File: config.mk
export PLATFORM = sky130hd
export DESIGN_NAME = next_pc_logic
export DESIGN_NICKNAME = d
export VERILOG_FILES = /design/src/rtl/next_pc_pkg.sv /design/src/rtl/next_pc_adder.sv /design/src/rtl/next_pc_logic.sv
export SDC_FILE = /design/constraint.sdc
export NUM_CORES = 1
export LEC_CHECK = 0
export CORE_MARGIN = 1
export CORE_UTILIZATION = 45
export DETAILED_ROUTE_END_ITERATION = 6
export PLACE_DENSITY = 0.81
export REMOVE_ABC_BUFFERS = 1
export SLEW_MARGIN = 25
export SYNTH_ARGS = -nofsm -noshare
export SYNTH_HDL_FRONTEND = slang
export SYNTH_SLANG_ARGS = --single-unit
File: constraint.sdc
create_clock -name CLK -period 12.3 [get_ports CLK]
set_input_delay 2.46 -clock CLK [delete_from_list [all_inputs] [get_ports CLK]]
set_output_delay 2.46 -clock CLK [all_outputs]
set_load 0.02 [all_outputs]
File: src/rtl/next_pc_pkg.sv
// Shared widths, increment and reset address for the next-PC selector.
// Also provides the pc_t program-counter type.
package next_pc_pkg;
  localparam int PC_W    = 64;
  localparam int PC_INCR = 4;

  typedef logic [PC_W-1:0] pc_t;

  localparam pc_t RESET_PC_DEFAULT = '0;
endpackage

File: src/rtl/next_pc_adder.sv
// Plain W-bit modulo adder; the carry-out is dropped on purpose.
// Negative offsets therefore work through two's-complement wrap.
module next_pc_adder
  import next_pc_pkg::*;
#(
  parameter int W = PC_W
) (
  input  logic [W-1:0] a,
  input  logic [W-1:0] b,
  output logic [W-1:0] sum
);

  assign sum = a + b;

endmodule

File: src/rtl/next_pc_logic.sv
// Next-PC select (PC+4 or branch target) with a registered PCReg copy.
// Branch statistics counters are added when NEXT_PC_BRANCH_STATS_EN is defined.
module next_pc_logic
  import next_pc_pkg::*;
#(
  parameter int              PC_W     = next_pc_pkg::PC_W,
  parameter int              PC_INCR  = next_pc_pkg::PC_INCR,
  parameter logic [PC_W-1:0] RESET_PC = RESET_PC_DEFAULT
) (
  input  logic            CLK,
  input  logic            Reset,
  input  logic [PC_W-1:0] CurrentPC,
  input  logic [PC_W-1:0] SignExtImm64,
  input  logic            Branch,
  input  logic            ALUZero,
  input  logic            Uncondbranch,
  output logic [PC_W-1:0] NextPC,
  output logic            BranchTaken,
  output logic [PC_W-1:0] PCReg
`ifdef NEXT_PC_BRANCH_STATS_EN
  ,
  output logic [31:0]     SeqCount,
  output logic [31:0]     CondTakenCount,
  output logic [31:0]     UncondCount
`endif
);

  localparam logic [PC_W-1:0] INCR_C = PC_W'(PC_INCR);

  logic [PC_W-1:0] seq_pc;
  logic [PC_W-1:0] target_pc;
  logic [PC_W-1:0] pc_reg_d;
  logic [PC_W-1:0] pc_reg_q;

  next_pc_adder #(.W(PC_W)) u_seq_adder (
    .a   (CurrentPC),
    .b   (INCR_C),
    .sum (seq_pc)
  );

  next_pc_adder #(.W(PC_W)) u_target_adder (
    .a   (CurrentPC),
    .b   (SignExtImm64),
    .sum (target_pc)
  );

  // Plain operators so an X on a control bit reaches the outputs unmasked.
  assign BranchTaken = Uncondbranch | (Branch & ALUZero);
  assign NextPC      = BranchTaken ? target_pc : seq_pc;

  always_comb begin
    pc_reg_d = NextPC;
  end

  always_ff @(posedge CLK or posedge Reset) begin
    if (Reset) pc_reg_q <= RESET_PC;
    else       pc_reg_q <= pc_reg_d;
  end

  assign PCReg = pc_reg_q;

`ifdef NEXT_PC_BRANCH_STATS_EN
  logic [31:0] seq_count_d,  seq_count_q;
  logic [31:0] cond_count_d, cond_count_q;
  logic [31:0] unc_count_d,  unc_count_q;

  // Exactly one counter advances per edge; unconditional wins over conditional.
  always_comb begin
    seq_count_d  = seq_count_q;
    cond_count_d = cond_count_q;
    unc_count_d  = unc_count_q;
    if (Uncondbranch)          unc_count_d  = unc_count_q + 32'd1;
    else if (Branch & ALUZero) cond_count_d = cond_count_q + 32'd1;
    else                       seq_count_d  = seq_count_q + 32'd1;
  end

  always_ff @(posedge CLK or posedge Reset) begin
    if (Reset) begin
      seq_count_q  <= '0;
      cond_count_q <= '0;
      unc_count_q  <= '0;
    end else begin
      seq_count_q  <= seq_count_d;
      cond_count_q <= cond_count_d;
      unc_count_q  <= unc_count_d;
    end
  end

  assign SeqCount       = seq_count_q;
  assign CondTakenCount = cond_count_q;
  assign UncondCount    = unc_count_q;
`endif

endmodule

==> run summary <==
Status: finished clean
Yosys warning count: 0
Vias per cell: 5.73
Layout fillers: 1,277
# rows: 45
CP startpoint: CurrentPC[12]
Synth Flop Type: dfrtp_1
Worst slew margin: 44.0%
Sequential area share after synthesis: 22.6%
DP Worst Slack: 3.05 ns
Global route overflow: 0
Crit end category: output port
RSZ-0062 raised after global routing: no
Critical Path AT: 6.89 ns
Post-Syn Instances: 918
Routed len/inst: 17.3 µm
DRT antenna net count: 0
Syn-to-layout area delta: 42.1%
Postcts setup bufs: 0
Max Freq: 107 MHz
Setup crit start kind: input port
Max incr delay on CP: 0.63 ns
I/O pin count: 262
Least-Margin Pin Slew: 0.841 ns
Initial antenna violation count: 0
Final WS setup: 2.95 ns
Number of flip-flops under the largest register name: 64
Share of cells above drive strength 1: 2.78%
Core outline area: 0.0153 mm²
CP required: 9.84 ns
Total global routing track utilization: 29.2%
Total power: 1.11 mW
Post-synth ARST share: 100%
Critical path class: input port to output port
First-pass GRT wire length: 37,300 µm
Mapped Avg Cell Area: 7.71 µm²
CP endpoint: NextPC[49]
Yosys top cell area share: 22.6%
Post-Syn Area: 0.00708 mm²
Fin crit period: 9.35 ns
Post-synth EDFFs: 0
Initial core utilization: 46.4%
Die Y: 127 µm
Residual DRC: 0
Placed Cells incl. Taps: 1,346
# clock sinks: 64
DR iter-0 viols: 560
Final setup vio count: 0
Final Wtd Congestion: 0.936
Horiz. Die Dim: 127 µm
Worst-path fanout max: 9
Total number of vias: 7,804
Area contributors post-synth: dfrtp_1 23%, ha_1 11%, xnor2_1 9.2%
Max cap viols: 0
# hold bufs at CTS: 0
TritonCTS buffer count: 9
Crit-path slowest cell: clkdlybuf4s50_1
Vias in the first global route: 7,374
Nets: 1,344
Worst path cell trace: clkdlybuf4s50_1 -> ha_1 -> nand2_1 -> or3_1 -> a211oi_1 -> o2111ai_1 -> nand4_1 -> a41oi_1 -> o41ai_2 -> a21oi_1 -> xor2_1 -> a21oi_1 -> clkdlybuf4s50_1
Worst hold margin: 2.69 ns
Pwr Density: 111 mW/mm²
Final slew viol count: 0
Register bit total from synthesis: 64
Die area: 0.0162 mm²
Largest net degree at the start of global routing: 65
Routed wire length: 23,600 µm
Final Cycle Share: 76.0%
Worst-path clk slew: 0.06 ns
# resized after CTS: 0
Setup TNS: 0 ns
Synth area leader: dfrtp_1
Final HPWL DP: 18,900 µm
CTS root buf: clkbuf_16
Tightest Hold Check Type: input port to async pin
Final Hold Viols: 0
DR pass1 iterations: 5
Final Non-Filler Cells: 1,362
# port buffers: 261
Clk buf depth: 2
Lkg Pwr: 4.12 nW
H-tree levels: 3
Netlist cell types: 60
Worst VDD drop: 0.0636 mV
N_diodes: 0
CTS tree: yes
==> layer usage <==
metal  global-route usage (%)  part of all wire (%)  vias up
li1                         -                     -     3805
met1                     37.3                    42     3584
met2                     48.6                    47      356
met3                     5.49                   7.9       59
met4                     12.0                   3.2        0
met5                        0                     0        -
==> stage by stage <==
stage               area, µm²  util, %
floorplan                6820        -
global placement         9730     63.8
detailed placement       9730     63.8
CTS                     10100     65.9
global route            10100     65.9
finish                  10100     65.9
==> final cells by class <==
| cell class | instances | area, µm² | area share (%) |
|---|---|---|---|
| clock inverters | 5 | 80.1 | 0.796 |
| flip-flops and latches | 64 | 1600 | 15.9 |
| multi-input cells | 785 | 5150 | 51.2 |
| inverters | 22 | 82.6 | 0.821 |
| clock buffers | 11 | 243 | 2.41 |
| well taps | 211 | 264 | 2.63 |
| repair buffers | 264 | 2640 | 26.2 |
==> critical path, delay by kind of cell <==
kind | cells | cell delay, ns
xor+xnor | 1 | 0.19
compound gates | 6 | 1.92
simple gates | 3 | 0.68
buf+inv | 2 | 1.12
fa+ha+maj | 1 | 0.50
==> worst min path at each step <==
stage	to	slack, ns	depth (start not counted)
6_report	PCReg[44]	2.69	3
2_1_floorplan	PCReg[63]	2.68	1
5_1_grt	PCReg[63]	2.73	2
4_1_cts	PCReg[2]	2.71	3
3_3_place_gp	PCReg[2]	3.07	3
3_5_place_dp	PCReg[63]	3.07	2
==> where the power goes <==
part | internal [mW] | switching [mW] | total (mW)
Combinational | 0.262 | 0.313 | 0.575
Sequential | 0.247 | 0.0104 | 0.257
Clock | 0.183 | 0.0996 | 0.282
==> cells by family after synthesis <==
kind of cell    share of synthesized area, %
simple gates                            21.8
compound gates                          24.8
xor+xnor                                14.1
buf+inv                                 4.76
fa+ha+maj                               11.6
flops                                   22.6
mux                                    0.283
==> cells in the mapped netlist (3+ instances only) <==
cell type	number
a211oi_1	5
a21o_1	31
a21oi_1	115
a221o_1	3
a31oi_1	14
a41oi_1	4
and2_1	8
and3_1	19
and4_1	12
buf_6	9
clkbuf_1	32
dfrtp_1	64
ha_1	64
inv_1	22
nand2_1	99
nand2b_1	4
nand3_1	38
nand4_1	30
nor2_1	73
nor2b_1	3
nor3_1	14
nor4_1	3
o211ai_1	7
o21ai_0	49
o21ai_1	12
o21bai_1	16
o31ai_1	4
or3_1	5
xnor2_1	74
xor2_1	40
==> placed cells by master (no fill, tap or decap), drive strengths merged, types with 3 or more instances in the layout <==
cell type and n:
a21oi 115, nand2 99, xor2 40, a221o 4, a21o 33, nor2b 3, and4 12, clkdlybuf4s50 261
o211ai 7, xnor2 74, nor2 73, o21bai 16, nand2b 4, o21ai 61, inv 22, or3 5
nand3 39, a31o 3, nor4 4, ha 64, nor3 15, dfrtp 64, and2 8, buf 3
and3 19, a211oi 5, o31ai 4, a41oi 4, nand4 30, a31oi 14, clkbuf 11
(Power assumes the default switching activity.)
